`config.mk`:
```
export PLATFORM = sky130hd
export DESIGN_NAME = branch_predict_unit
export DESIGN_NICKNAME = d
export VERILOG_FILES = /design/src/rtl/branch_predict_unit.sv
export SDC_FILE = /design/constraint.sdc
export NUM_CORES = 1
export LEC_CHECK = 0
export CORE_UTILIZATION = 50
export DETAILED_ROUTE_END_ITERATION = 6
export GPL_ROUTABILITY_DRIVEN = 1
export GPL_TIMING_DRIVEN = 0
export HOLD_SLACK_MARGIN = 0.03
export PLACE_DENSITY = 0.81
export SYNTH_ARGS = -nofsm -noshare
export SYNTH_HDL_FRONTEND = slang
export SYNTH_SLANG_ARGS = --single-unit
```
`constraint.sdc`:
```
create_clock -name clk_i -period 6 [get_ports clk_i]
set_clock_uncertainty 0.15 [all_clocks]
set_input_delay 1.2 -clock clk_i [delete_from_list [all_inputs] [get_ports clk_i]]
set_output_delay 1.2 -clock clk_i [all_outputs]
set_load 0.02 [all_outputs]
```
`src/rtl/branch_predict_unit.sv`:
```
// Branch resolution unit with an integrated bimodal BHT of saturating counters.
// Define BRANCH_PREDICT_PERF_CNT_EN to add saturating branch/mispredict performance counters.
module branch_predict_unit #(
    parameter int DATA_WIDTH = 32,
    parameter int BHT_DEPTH  = 64,
    parameter int CTR_WIDTH  = 2
) (
    input  logic                  clk_i,
    input  logic                  rst_ni,
    input  logic [DATA_WIDTH-1:0] pred_pc_i,
    output logic                  pred_taken_o,
    input  logic                  valid_i,
    input  logic                  stall_i,
    input  logic                  flush_i,
    input  logic                  branch_i,
    input  logic [2:0]            branch_op_i,
    input  logic [DATA_WIDTH-1:0] a_i,
    input  logic [DATA_WIDTH-1:0] b_i,
    input  logic [DATA_WIDTH-1:0] pc_i,
    input  logic                  pred_taken_i,
    output logic                  valid_o,
    output logic                  take_o,
    output logic                  mispredict_o
`ifdef BRANCH_PREDICT_PERF_CNT_EN
    ,
    output logic [31:0]           branch_cnt_o,
    output logic [31:0]           mispredict_cnt_o
`endif
);

    localparam int IDX_W = $clog2(BHT_DEPTH);

    localparam logic [2:0] BRANCH_BEQ      = 3'b000;
    localparam logic [2:0] BRANCH_BNE      = 3'b001;
    localparam logic [2:0] BRANCH_JAL_JALR = 3'b010;
    localparam logic [2:0] BRANCH_BLT      = 3'b100;
    localparam logic [2:0] BRANCH_BGE      = 3'b101;
    localparam logic [2:0] BRANCH_BLTU     = 3'b110;
    localparam logic [2:0] BRANCH_BGEU     = 3'b111;

    // Weakly-not-taken: MSB clear, every lower bit set.
    localparam logic [CTR_WIDTH-1:0] CTR_RST = {CTR_WIDTH{1'b1}} >> 1;
    localparam logic [CTR_WIDTH-1:0] CTR_MAX = {CTR_WIDTH{1'b1}};
    localparam logic [CTR_WIDTH-1:0] CTR_ONE = {{(CTR_WIDTH-1){1'b0}}, 1'b1};

    logic [CTR_WIDTH-1:0] bht_q [BHT_DEPTH];
    logic [CTR_WIDTH-1:0] bht_d [BHT_DEPTH];

    logic valid_q, valid_d;
    logic take_q, take_d;
    logic mispredict_q, mispredict_d;

    logic [IDX_W-1:0] pred_idx;
    logic [IDX_W-1:0] train_idx;
    logic             cond;
    logic             trainable;
    logic             outcome;
    logic             resolve;
    logic             mispredict_ev;

    assign pred_idx  = pred_pc_i[IDX_W+1:2];
    assign train_idx = pc_i[IDX_W+1:2];

    logic unused_pc_bits;
    assign unused_pc_bits = ^{pred_pc_i[DATA_WIDTH-1:IDX_W+2], pred_pc_i[1:0],
                              pc_i[DATA_WIDTH-1:IDX_W+2], pc_i[1:0]};

    // Reading bht_q gives the pre-update value when lookup and training collide.
    assign pred_taken_o = bht_q[pred_idx][CTR_WIDTH-1];

    always_comb begin
        cond      = 1'b0;
        trainable = 1'b1;
        case (branch_op_i)
            BRANCH_BEQ:      cond = (a_i == b_i);
            BRANCH_BNE:      cond = (a_i != b_i);
            BRANCH_BLT:      cond = ($signed(a_i) <  $signed(b_i));
            BRANCH_BGE:      cond = ($signed(a_i) >= $signed(b_i));
            BRANCH_BLTU:     cond = (a_i <  b_i);
            BRANCH_BGEU:     cond = (a_i >= b_i);
            BRANCH_JAL_JALR: begin
                cond      = 1'b1;
                trainable = 1'b0;
            end
            default: begin
                cond      = 1'b0;
                trainable = 1'b0;
            end
        endcase
    end

    assign outcome       = branch_i & cond;
    assign resolve       = valid_i & ~stall_i & ~flush_i;
    assign mispredict_ev = branch_i & (outcome ^ pred_taken_i);

    always_comb begin
        bht_d = bht_q;
        if (resolve && branch_i && trainable) begin
            if (outcome) begin
                if (bht_q[train_idx] != CTR_MAX) bht_d[train_idx] = bht_q[train_idx] + CTR_ONE;
            end else begin
                if (bht_q[train_idx] != '0) bht_d[train_idx] = bht_q[train_idx] - CTR_ONE;
            end
        end
    end

    // Flush clears the result even while stalled; a plain stall holds it.
    always_comb begin
        valid_d      = valid_q;
        take_d       = take_q;
        mispredict_d = mispredict_q;
        if (flush_i) begin
            valid_d      = 1'b0;
            take_d       = 1'b0;
            mispredict_d = 1'b0;
        end else if (!stall_i) begin
            valid_d      = valid_i;
            take_d       = valid_i & outcome;
            mispredict_d = valid_i & mispredict_ev;
        end
    end

    always_ff @(posedge clk_i or negedge rst_ni) begin
        if (!rst_ni) begin
            for (int i = 0; i < BHT_DEPTH; i++) bht_q[i] <= CTR_RST;
            valid_q      <= 1'b0;
            take_q       <= 1'b0;
            mispredict_q <= 1'b0;
        end else begin
            bht_q        <= bht_d;
            valid_q      <= valid_d;
            take_q       <= take_d;
            mispredict_q <= mispredict_d;
        end
    end

    assign valid_o      = valid_q;
    assign take_o       = take_q;
    assign mispredict_o = mispredict_q;

`ifdef BRANCH_PREDICT_PERF_CNT_EN
    logic [31:0] branch_cnt_q, branch_cnt_d;
    logic [31:0] mispredict_cnt_q, mispredict_cnt_d;

    always_comb begin
        branch_cnt_d     = branch_cnt_q;
        mispredict_cnt_d = mispredict_cnt_q;
        if (resolve && branch_i) begin
            if (branch_cnt_q != 32'hFFFF_FFFF) branch_cnt_d = branch_cnt_q + 32'd1;
            if (mispredict_ev && (mispredict_cnt_q != 32'hFFFF_FFFF))
                mispredict_cnt_d = mispredict_cnt_q + 32'd1;
        end
    end

    always_ff @(posedge clk_i or negedge rst_ni) begin
        if (!rst_ni) begin
            branch_cnt_q     <= 32'd0;
            mispredict_cnt_q <= 32'd0;
        end else begin
            branch_cnt_q     <= branch_cnt_d;
            mispredict_cnt_q <= mispredict_cnt_d;
        end
    end

    assign branch_cnt_o     = branch_cnt_q;
    assign mispredict_cnt_o = mispredict_cnt_q;
`endif

endmodule

```
* After elaboration in Yosys (flattened, before gate mapping)
Cells that the tools add are included.
** Cells by class
- Add/subtract/negate cells :: 2
- $mul :: 0
- Div/mod/pow operators :: 0
- $lt $le $gt $ge :: 7
- Equality and inequality tests :: 11
- Shifts and indexed selects :: 0
- Mux-type cells :: 21
- Bitwise operators :: 11
- Reductions and logical operators :: 8
** Operators by type and width (count)
- 2-to-1 mux 128 bit :: 3
- bitwise mux 128 bit :: 2
- greater-or-equal comparator 32 bit :: 2
- < comparator 32 bit :: 2
- == test 32 bit :: 1
- inequality test 32 bit :: 1
- binary-select mux 2 bit (select 6 bit) :: 2
- greater-or-equal comparator 7 bit, second input constant :: 2
- inverter 6 -> 7 bit :: 2
- demux 2 bit (select 6 bit) :: 1
- == test 3 bit, second input constant :: 4
- 2-to-1 mux 2 bit :: 5
- < comparator 7 x 1 -> 1 bit, second input constant :: 1
- 2-to-1 mux 1 bit :: 7
- case mux 1 bit (7 select lines) :: 1
- bitwise AND 1 bit :: 6
- OR reduction 6 bit :: 1
- inequality test 2 x 1 -> 1 bit, second input constant :: 2
- nonzero test 2 bit :: 2
- == test 3 x 1 -> 1 bit, second input constant :: 1
- == test 3 x 2 -> 1 bit, second input constant :: 1
- logical AND 1 bit :: 3
- zero test 3 bit :: 1
- AND reduction 3 bit :: 1
- 5 further kinds :: 6
** Storage, ports and cells
- Register bits after elaboration :: 131
- Bits in latches :: 0
- Memory bits (writable) :: 0
- Memory bits (read-only) :: 0
- Input bits :: 138
- Memories kept :: 0

* Depth between registers and ports, before layout
Gate-level depths: netlist of run 1.
- Depth in word-level cells :: 8
- Mapped depth :: 17
- Depth with buffers taken out :: 14

* Worst setup path before layout of run 1
OpenSTA, ideal clock, no wires.
- Path kind :: input to output
- Start point :: input port pred_pc_i[2]
- End point :: output port pred_taken_o
- Arrival :: 3.681 ns
- Required time :: 4.650 ns
- Setup slack :: 0.969 ns
- Stages :: 5
- Path buffers :: 2
- Path through :: clkbuf_1 buf_1 mux4_2 mux4_2 mux4_2
** Between the ends
- Cells in the longest elaborated chain, start to end :: 4
** RTL lines
- from (decl) :: RTL line 10 : input logic [DATA_WIDTH-1:0] pred_pc_i,
- inverter 6 -> 7 bit (not written as such) :: RTL line 69 : assign pred_taken_o = bht_q[pred_idx][CTR_WIDTH-1];
- binary-select mux 2 bit (select 6 bit) :: RTL line 69
- 2-to-1 mux 2 bit (not written as such) (2 in series) :: RTL line 69
- to (decl) :: RTL line 11 : output logic pred_taken_o,
Every way passes these cells. The select of a mux whose other input is x is not followed.

* Final worst setup path of run 1
- Start point :: input port pc_i[3]
- End point :: register bht_q[47] (netlist bit)
** Between the ends
- Cells in the longest elaborated chain, start to end :: 8
- Elaborated cells on any way between the ends :: 21
- Those cells by class :: add/sub (2); order compare (2); eq/ne (2); mux (10); bitwise (1); reduce/logical (4)
** RTL lines
- from (decl) :: RTL line 19 : input logic [DATA_WIDTH-1:0] pc_i,
- inverter 6 -> 7 bit (not written as such) (*) :: RTL line 100, 102
- binary-select mux 2 bit (select 6 bit), or another cell as far along :: RTL line 100, 102
- 2-to-1 mux 2 bit (not written as such) or logical AND 1 bit (tied branches) :: RTL line 100, 102
- 2-to-1 mux 2 bit (not written as such) :: RTL line 100, 102
- subtractor 2 x 1 -> 2 bit, or another cell as far along :: RTL line 102 : if (bht_q[train_idx] != '0) bht_d[train_idx] = bht_q[train_idx] - CTR_ONE;
- bitwise mux 128 bit (on tied branches) :: RTL line 102, 100
- 2-to-1 mux 128 bit (on tied branches) :: RTL line 102, 100
- 2-to-1 mux 128 bit :: RTL line 99 : if (outcome) begin
- to (signal assigned) :: RTL line 130 : bht_q <= bht_d;
- to (decl) :: RTL line 46 : logic [CTR_WIDTH-1:0] bht_q [BHT_DEPTH];
Mark *: on every way between the ends. The rest lies on a longest branch, timed or not. The select of a mux whose other input is x is not followed.
A chain may end at the register's enable or synchronous reset.

==> results of run 1 <==
==> what timing repair did <==
item,CTS,global route
buffers inserted,3,0
gates resized for setup,10,18
pin swaps,2,0
setup endpoints to repair,129,129
==> cell type report <==
type,instances,area (um^2),share of cell area
clock buffer,19,452.9,0.04315
inverter,37,138.9,0.01323
sequential,131,3358,0.3199
buffer,42,190.2,0.01812
timing repair buffer,90,912.1,0.08689
clock inverter,13,125.1,0.01192
multi-input combinational,610,5045,0.4806
tap,220,275.3,0.02622
==> per-stage QoR <==
stage                 util  setup WS (ns)
detailed placement  0.5872        -0.9955
CTS                 0.6255       -0.04714
floorplan                -         0.9690
global route        0.6286       0.009465
finish              0.6286         0.1904
global placement    0.5846         -1.394
==> cells in the final DEF, fill, tap and decap left out, types with 3 or more instances in the layout <==
cell / synthesis / layout
a211oi_1: 4 / 4
a21oi_1: 18 / 18
a221oi_1: 8 / 8
a22o_1: 7 / 7
a22oi_1: 19 / 19
buf_1: 6 / 5
buf_2: 6 / 6
buf_4: 1 / 4
clkbuf_1: 31 / 23
clkbuf_16: 0 / 17
clkbuf_2: 0 / 5
clkdlybuf4s50_1: 0 / 85
clkinvlp_4: 0 / 4
dfrtp_1: 67 / 67
dfstp_2: 64 / 64
ha_1: 34 / 34
inv_1: 37 / 37
inv_6: 0 / 4
mux2_1: 4 / 4
mux2_2: 128 / 128
mux2i_1: 60 / 60
mux4_2: 21 / 21
nand2_1: 31 / 30
nand3_1: 15 / 6
nand3_2: 0 / 8
nand3b_1: 4 / 4
nand4_1: 14 / 14
nor2_1: 148 / 147
nor2b_1: 3 / 3
nor3_1: 6 / 5
nor4_1: 4 / 3
o211ai_1: 5 / 5
o21ai_0: 6 / 6
o221ai_1: 3 / 3
o22a_1: 3 / 3
o22ai_1: 27 / 27
or3_1: 4 / 4
==> where the power goes <==
group,switching (W),internal (W),leakage [nW],total [W]
clock network,0.000427,0.000597,0.275,0.00102
logic,0.000263,0.000171,2.66,0.000435
registers,0.0000130,0.000910,1.59,0.000923
==> worst reg2reg max path: stages (launching register included) <==
cell,delay [ns]
dfstp_2,0.53
o22ai_1,0.08
or4_1,0.59
a311oi_1,0.34
o22ai_1,0.20
clkbuf_2,0.28
clkbuf_1,0.28
ha_1,0.29
nor2b_1,0.37
nand2_1,0.29
nor2_1,0.16
mux2_2,0.21
mux2_2,0.34
==> routing by layer <==
metal | vias up | track usage
met4 | 0 | 0.1452
met1 | 3681 | 0.4158
li1 | 3255 | -
met3 | 116 | 0.1252
met5 | - | 0
met2 | 533 | 0.4682
==> logic make-up after synthesis <==
logic type | synth area share
flops | 0.3893
compound gates | 0.09297
mux | 0.3002
fa+ha+maj | 0.04931
buf+inv | 0.03785
simple gates | 0.1275
xor+xnor | 0.002901
==> path summary, 6_finish.rpt <==
kind	start	to	slack [ns]	depth (start not counted)
min reg2reg	mispredict_o$_DFFE_PN0P_	mispredict_o$_DFFE_PN0P_	0.38	2
min in group asynchronous	rst_ni	bht_q[123]$_DFFE_PN0P_	0.60	1
max in group asynchronous	rst_ni	async pin	4.31	2
max	pc_i[3]	bht_q[47]$_DFFE_PN0P_	0.19	17
min	mispredict_o$_DFFE_PN0P_	mispredict_o$_DFFE_PN0P_	0.38	2
max reg2reg	flop	bht_q[61]$_DFFE_PN0P_	1.77	12
==> summary.txt, run 1 <==
Finish
  – Area delta synth->final: 21.68%
  – Final Cell Area: 0.01050 mm^2
  – Ant. Diodes: 0
  – Nets: 1101
  – Fill count: 1326
  – Final std cells w/o fill: 1162
  – Share of layout cells above drive strength 1: 0.3068

Worst setup path
  – Buf/Inv on CP: 4
  – Crit path max-delay cell type: or3_1
  – Critical path cell sequence: clkdlybuf4s50_1, or3_1, o22a_1, o221ai_1, o31ai_1, nor2_1, a211oi_1, o22ai_1, clkbuf_2, clkbuf_1, inv_1, ha_1, nor2_4, nand3_2, nor2_1, mux2_2, mux2_2
  – CP delay by family, top: simple AND/OR/NAND/NOR gates
  – CP Max Fanout: 10
  – WP data arrival: 5.98 ns
  – Capturing element type of the critical path: flop
  – Setup crit start kind: input pin
  – CP required: 6.17 ns
  – Critical path start-end classification: in2reg
  – Max incr delay on CP: approximately 0.70 ns

Clock tree
  – Worst-skew pair later-pin latency: roughly 0.44 ns
  – Reg clk slew, reported paths: 0.06 ns
  – Max H-tree Level: 4
  – TritonCTS clock tree: done
  – CTS Buf Count: 17
  – Clock Path Buffers: 2
  – Cts hold-fix bufs: 0
  – Sink Count: around 130
  – Clock tree root driver cell: clkbuf_16

Die
  – FP Rows: 47
  – Area of the die: approximately 0.018 mm^2
  – I/O Pins: 142
  – Die Y: roughly 130 um
  – Initial Util: 0.5166
  – DIE WIDTH: 133.4 um
  – CORE AREA: ~0.017 mm^2

Place
  – Routability congestion estimate from global placement: 0.9671
  – IO Port Bufs: 86
  – DP HPWL: 18590 um
  – Placed Cells: 1130
  – Placed cell areas: a little under 0.01 mm^2

Synth
  – Leading cell type by number of instances after synthesis: nor2_1
  – Cell count after synthesis: 823
  – Post-synthesis cell area: ~0.0086 mm^2
  – Synth Register Bits: 131
  – Leading area contributor after synthesis: dfstp_2
  – Syn_nets: 995
  – Part of the Yosys area used for sequential elements: 0.3893
  – Post-synth top flop: dfrtp_1
  – Post-synth EDFFs: 0
  – Ys async rst share: 1.000
  – Syn Area/Cell: 10.48 um^2
  – Cell variety after synth: 56
  – Main area contributors after synthesis: dfstp_2 19%, dfrtp_1 19%, mux2_2 17%
  – Most frequent cells after synthesis: 148 x nor2_1, 128 x mux2_2, 67 x dfrtp_1
  – Syn. warnings: 0
  – Post-synth top area share: 0.1949

Timing
  – Setup tns final: 0 ns
  – Hold_ws: 0.3754 ns
  – Relative slew slack: 0.1911
  – # setup viols final: 0
  – Final hold vios: 0
  – Fin. max-slew vios: 0
  – Tightest Pin Transition: 1.208 ns
  – Period utilisation layout: 0.9683
  – Min Tclk post-route: between 5 and 6 ns
  – RSZ-0062 raised after global routing: no
  – Fmax: 172.1 MHz

Run status
  – Status: finished clean

Job
  – Max-cap violations: 0

Routing
  – Antenna-violating nets left: 0
  – Detailed Routing Iterations Pass 1: 6
  – Wire length on met2: approximately 12000 um
  – WL final: 27570 um
  – Starting DRT DRC Count: approximately 940
  – Highest Signal Layer: met4
  – Via count: 7585
  – M1 WL: approximately 11000 um
  – Routed length on met3: 3421 um
  – Vias/cell: about 6.5
  – Residual DRC count: 0
  – Per-cell routed wire length: 23.72 um

GRT
  – Overflow after GRT: 0
  – Vias in the first global route: 7369
  – Gr usage total: 0.3194
  – Largest net degree at the start of global routing: 67
  – First-pass GRT wire length: about 42000 um
  – Antenna violations before repair: 0

Power and ir drop
  – Pwr dens: around 230 mW/mm^2
  – Static leakage: 4.529 nW
  – Peak supply drop: 0.0002673 V
  – Tot Pwr: about 0.0024 W

Min path
  – HP Class: reg2reg
No activity file was read; power rests on OpenSTA's default activity.
==> inputs of run 2 (changes only) <==
Settings changed: TNS_END_PERCENT set to 30.
==> results of run 2 <==
The final DEF is identical to that of run 1; final timing and power are the same.
==> inputs of run 3 (changes only) <==
==> constraint.sdc (replaced) <==
create_clock -name clk_i -period 6 [get_ports clk_i]
set_clock_uncertainty 0.15 [all_clocks]
set_input_delay 0.9 -clock clk_i [delete_from_list [all_inputs] [get_ports clk_i]]
set_output_delay 0.9 -clock clk_i [all_outputs]
set_load 0.02 [all_outputs]
==> run 3 against run 2 <==
The flow now finishes with violations (setup timing). Largest power group unchanged. Clock-buffer cell count did not move. Critical endpoint is now bht_q[61]$_DFFE_PN0P_. Combinational power down 0.9%. Flip-flop and latch count is the same. Worst hold slack worse by 0.080 ns. Register-to-register slack lost 0.19 ns. Via count grew 0.20%. Critical path type unchanged. Highest routed layer unchanged.
==> summary.txt, run 3 (synthesis results as in run 1) <==
Finish
  – Leading cell types in the layout, fill and taps excluded: 147 x nor2_1, 128 x mux2_2, 85 x clkdlybuf4s50_1
  – Ant. Diodes: 0 (unchanged)
  – Area delta synth->final: 21.10%
  – Core Util, Final: 0.6256 (-0.002997)
  – Commonest non-fill, non-tap cell in the layout: nor2_1
  – Nets: 1104 (+0.27%)
  – Share of layout cells above drive strength 1: 0.2931 (-0.01367)

Timing
  – # setup viols final: 2 (+2)
  – Period utilisation layout: 1.005 (+0.03700)
  – RSZ-0062 raised after global routing: yes
  – Final hold vios: 0 (unchanged)
  – Final worst slack: -0.03161 ns (-0.2220 ns)
  – Fmax: 165.8 MHz (-3.7%)
  – Hold_ws: 0.2958 ns (-0.07967 ns)
  – Relative slew slack: 0.1946 (+0.003464)
  – Tightest Pin Transition: 1.203 ns (-0.005174 ns)
  – Min Tclk post-route: 6.032 ns (+0.2220 ns)
  – Setup tns final: -0.04118 ns (-0.04118 ns)
  – Fin. max-slew vios: 0 (unchanged)

Worst setup path
  – Worst r2r path cells: 14 (+2)
  – Setup crit start kind: input pin
  – Critical path start-end classification: in2reg
  – WP data arrival: 6.21 ns (+0.23 ns)
  – CP Max Fanout: 10 (unchanged)
  – Capturing element type of the critical path: flop
  – CP required: 6.17 ns (about the same)

Die
  – Initial Util: 0.5166 (unchanged)
  – Die Y: 133.4 um (unchanged)
  – I/O Pins: 142 (unchanged)
  – CORE AREA: 0.01670 mm^2 (unchanged)
  – DIE WIDTH: 133.4 um (unchanged)
  – FP Rows: 47 (unchanged)
  – Area of the die: 0.01778 mm^2 (unchanged)

Clock tree
  – Reg clk slew, reported paths: 0.06 ns (about the same)
  – Max H-tree Level: 4 (unchanged)
  – Worst-skew pair later-pin latency: 0.44 ns (about the same)
  – TritonCTS clock tree: done
  – Cts hold-fix bufs: 0 (unchanged)
  – CTS Buf Count: 17 (unchanged)
  – Sink Count: 131 (unchanged)
  – Clock tree root driver cell: clkbuf_16
  – Clock Path Buffers: 2 (unchanged)

Job
  – Max-cap violations: 0 (unchanged)

Power and ir drop
  – Static leakage: 4.510 nW (-0.43%)
  – Tot Pwr: 0.002375 W (-0.28%)
  – Pwr dens: 227.3 mW/mm^2 (+0.20%)
  – Peak supply drop: 0.0002680 V (+0.28%)

GRT
  – Vias in the first global route: 7392 (+0.31%)
  – Overflow after GRT: 0 (unchanged)
  – Antenna violations before repair: 0 (unchanged)
  – Gr usage total: 0.3197 (about the same)
  – Largest net degree at the start of global routing: 67 (unchanged)
  – First-pass GRT wire length: 42200 um (+0.13%)

Routing
  – Starting DRT DRC Count: 886 (-6.1%)
  – Via count: 7600 (+0.20%)
  – Residual DRC count: 0 (unchanged)
  – Detailed Routing Iterations Pass 1: 7 (+1)
  – WL final: 27460 um (-0.38%)
  – Per-cell routed wire length: 23.57 um (-0.64%)
  – Vias/cell: 6.524 (about the same)
  – Antenna-violating nets left: 0 (unchanged)

Run status
  – Status: finished, violations left
  – Failing checks: setup timing

Place
  – IO Port Bufs: 86 (unchanged)
  – Routability congestion estimate from global placement: 0.9671 (unchanged)
  – DP HPWL: 18590 um (unchanged)

Min path
  – HP Class: in2async
==> run 3: critical path: stages <==
cell             delay (ns)
clkdlybuf4s50_1        0.58
clkbuf_1               0.39
nand2_1                0.50
o22ai_1                0.35
nor4_1                 0.14
nor3_1                 0.17
a311oi_1               0.09
o22ai_1                0.35
clkbuf_2               0.36
clkbuf_1               0.38
inv_1                  0.09
ha_1                   0.20
nor2_2                 0.37
nand3_1                0.51
nor2_1                 0.26
mux2_2                 0.21
mux2_2                 0.34
==> run 3: final timing paths <==
| path | from | to | slack (ns) |
|---|---|---|---|
| max reg2reg | flop | bht_q[85]$_DFFE_PN0P_ | 1.58 |
| min | rst_ni | bht_q[127]$_DFFE_PN0P_ | 0.30 |
| min in group clk_i | mispredict_o$_DFFE_PN0P_ | mispredict_o$_DFFE_PN0P_ | 0.37 |
| min reg2reg | mispredict_o$_DFFE_PN0P_ | mispredict_o$_DFFE_PN0P_ | 0.37 |
| max | pc_i[3] | bht_q[61]$_DFFE_PN0P_ | -0.03 |
| max in group asynchronous | rst_ni | async pin | 4.63 |
==> run 3: metrics by stage <==
step | area [um^2] | instances | setup slack [ns]
finish | 10450 | 1165 | -0.03161
global route | 10450 | 1165 | -0.1278
CTS | 10410 | 1165 | 0.09911
detailed placement | 9807 | 1130 | -0.6955
global placement | 9763 | 1129 | -1.094
floorplan | 8627 | 823 | 1.491
==> run 3: layout make-up <==
cell class,count,area (um^2)
fillers,1334,6254
plain buffers,45,188.9
inverters,37,138.9
clock buffers,19,452.9
multi-input cells,610,4996
repair buffers,90,912.1
clock inverters,13,125.1
flip-flops and latches,131,3358
well taps,220,275.3
==> run 3: what timing repair did <==
action,CTS,global route
pin swaps,2,0
gates resized for setup,2,6
buffers inserted,3,0
endpoints found under the hold margin,0,0
endpoints found under the setup margin,128,128
==> run 3: routing by layer <==
metal  track usage  vias to the layer above  wire length [um]
met3        0.1260                      129              3601
met2        0.4650                      528             11930
met4        0.1534                        0              1325
met1        0.4155                     3684             10600
li1              -                     3259                 -
met5             0                        -                 0
==> run 3: power breakdown <==
part / total [W] / switching (W) / internal [W]
Sequential: 0.000923 / 0.0000130 / 0.000910
Clock: 0.00102 / 0.000425 / 0.000597
Combinational: 0.000431 / 0.000261 / 0.000170
==> RTL change (flow settings as in run 1) <==
Change the parameter `CTR_WIDTH` from 2 to 4.
--- a/src/rtl/branch_predict_unit.sv
+++ b/src/rtl/branch_predict_unit.sv
@@ -3,7 +3,7 @@
 module branch_predict_unit #(
     parameter int DATA_WIDTH = 32,
     parameter int BHT_DEPTH  = 64,
-    parameter int CTR_WIDTH  = 2
+    parameter int CTR_WIDTH  = 4
 ) (
     input  logic                  clk_i,
     input  logic                  rst_ni,
Function: not settled (the Yosys comparison gave no result); the edit may change what the design does.
==> RTL change against run 1 <==
Fmax fell by 2.3%; setup slack lost 0.13 ns; total power up 76%; non-clock buffer count up 40; area after synthesis increased by 74%; clock power up 63%; cell area rose by 67%; sequential cell count is 128 higher; wire length increased by 65%; utilization decreased by 3.8 points; critical path type unchanged; critical endpoint is now bht_q[123].
==> RTL change: results <==
metrics = {
    "cells_and_area": {
        "antenna_cells": 0,
        "nNetsFinal": 1408,
        "fillers": 2300,
        "instances_no_fill": 1646,
        "drive_gt1_frac": 0.521,
    },
    "placed_design": {
        "dpl.hpwl_mm": 32.1,
        "io_buffers": 85,
        "gp_congestion": 1.01,
    },
    "outcome": {
        "outcome": "complete, no violations",
    },
    "detailed_routing": {
        "dr.first_iter.drc_count": 1219,
        "vias": 10800,
        "drtPass1Iterations": 5,
        "routedWlPerCell_um": 27.6,
    },
    "synth": {
        "synth_area_per_cell_um2": 13.5,
        "ys_warn_count": 0,
        "synthTopCellsByArea": "dfstp_2, mux2_2, dfrtp_1, nor4_4, mux4_2",
        "seq_area_frac_synth": 0.447,
        "synth_cell_types": 65,
        "ys_async_sr_fraction": 1.00,
        "synth_commonest_cells": "mux2_2, dfstp_2, dfrtp_1",
        "synth_nets": 1288,
    },
    "critical_path": {
        "cp_max_fo": 10,
        "startpoint": "pc_i[2]",
        "worstPathArrival_ns": 6.22,
        "r2r_start": "bht_q[226]",
        "endpoint": "bht_q[123]",
        "rr_endpoint": "bht_q[175]",
        "worst-r2r-cell-count": 11,
        "r2r_setup_slack_ns": 1.57,
    },
    "clocking": {
        "cts_inserted_buffers": 27,
        "clk_path_buf_depth": 3,
        "cts.htree.levels": 1,
        "cts.clk_slew.worst_paths_ns": 0.07,
        "cts_root_buf": "clkbuf_16",
        "insertion_delay_ns": 0.54,
    },
    "global_route": {
        "met1_usage": 0.385,
        "grt_max_degree": 130,
        "grt_pass1_wl_mm": 68.8,
        "antenna_found_initial": 0,
        "grt_util_met2": 0.467,
        "met3_usage": 0.0810,
        "grt_usage": 0.299,
    },
    "pwr": {
        "irDropWorstVdd_v": 0.000257,
        "power_leakage_nw": 6.99,
    },
    "min_path": {
        "min_path_type": "flip-flop to flip-flop",
    },
    "sta": {
        "max_slew_margin": 0.0779,
    },
}
-- RTL change: worst min-delay path by stage --
stage / depth (start not counted) / startpoint / endpoint / slack [ns]
6_report: 2 / flip-flop / flip-flop / 0.34
5_1_grt: 2 / flip-flop / flip-flop / 0.36
4_1_cts: 2 / flip-flop / flip-flop / 0.34
3_5_place_dp: 2 / flip-flop / flip-flop / 0.33
3_3_place_gp: 2 / flip-flop / flip-flop / 0.32
2_1_floorplan: 2 / flip-flop / flip-flop / 0.31
-- RTL change: layer usage --
metal	vias to the layer above	wire length [um]
li1	4489	-
met2	687	20300
met4	0	2450
met5	-	0
met1	5457	17500
met3	184	5180
-- RTL change: worst max-delay path: stages --
cell and delay, ns:
clkdlybuf4s50_1 0.47, clkbuf_4 0.28, buf_4 0.27, clkinv_2 0.33, nand2_2 0.32, o22ai_1 0.15
a22oi_1 0.36, o22ai_1 0.15, a211o_1 0.37, clkbuf_4 0.24, clkbuf_2 0.23, inv_1 0.12
ha_1 0.18, nand3b_1 0.13, mux2i_4 0.47, buf_4 0.42, nor4_4 0.11, mux2_1 0.38
-- RTL change: final cells by class --
class / count / share of cell area
Clock inverter: 5 / 0.00286
Sequential cell: 259 / 0.384
Clock buffer: 44 / 0.0468
Buffer: 80 / 0.0241
Timing Repair Buffer: 92 / 0.0546
Tap cell: 390 / 0.0279
Multi-Input combinational cell: 733 / 0.450
Inverter: 43 / 0.00929
-- RTL change: cells by family after synthesis --
| family | Yosys count | synth area share |
|---|---|---|
| simple gates | 193 | 0.131 |
| buf+inv | 124 | 0.0343 |
| fa+ha+maj | 34 | 0.0283 |
| flops | 259 | 0.447 |
| mux | 347 | 0.284 |
| xor+xnor | 4 | 0.00233 |
| compound gates | 155 | 0.0725 |
-- RTL change: repair_timing --
| item | CTS | global route |
|---|---|---|
| resized for setup | 32 | 25 |
| pin swaps | 4 | 30 |
| setup buffers | 1 | 3 |
| setup endpoints to repair | 257 | 256 |
-- RTL change: where the power goes --
part / internal, mW / switching, mW / leakage, nW
clock: 0.968 / 0.692 / 0.431
sequential: 1.82 / 0.0264 / 2.91
combinational: 0.225 / 0.472 / 3.64
-- RTL change: per-stage QoR --
stage / area (um^2) / hold slack (ns) / utilization / setup WS (ns)
2_1_floorplan: 15000 / 0.307 / - / 0.838
3_3_place_gp: 16400 / 0.319 / 0.552 / -6.81
3_5_place_dp: 16400 / 0.327 / 0.555 / -1.87
4_1_cts: 17400 / 0.337 / 0.588 / -0.00559
5_1_grt: 17500 / 0.362 / 0.590 / 0.0199
6_report: 17500 / 0.338 / 0.590 / 0.0563
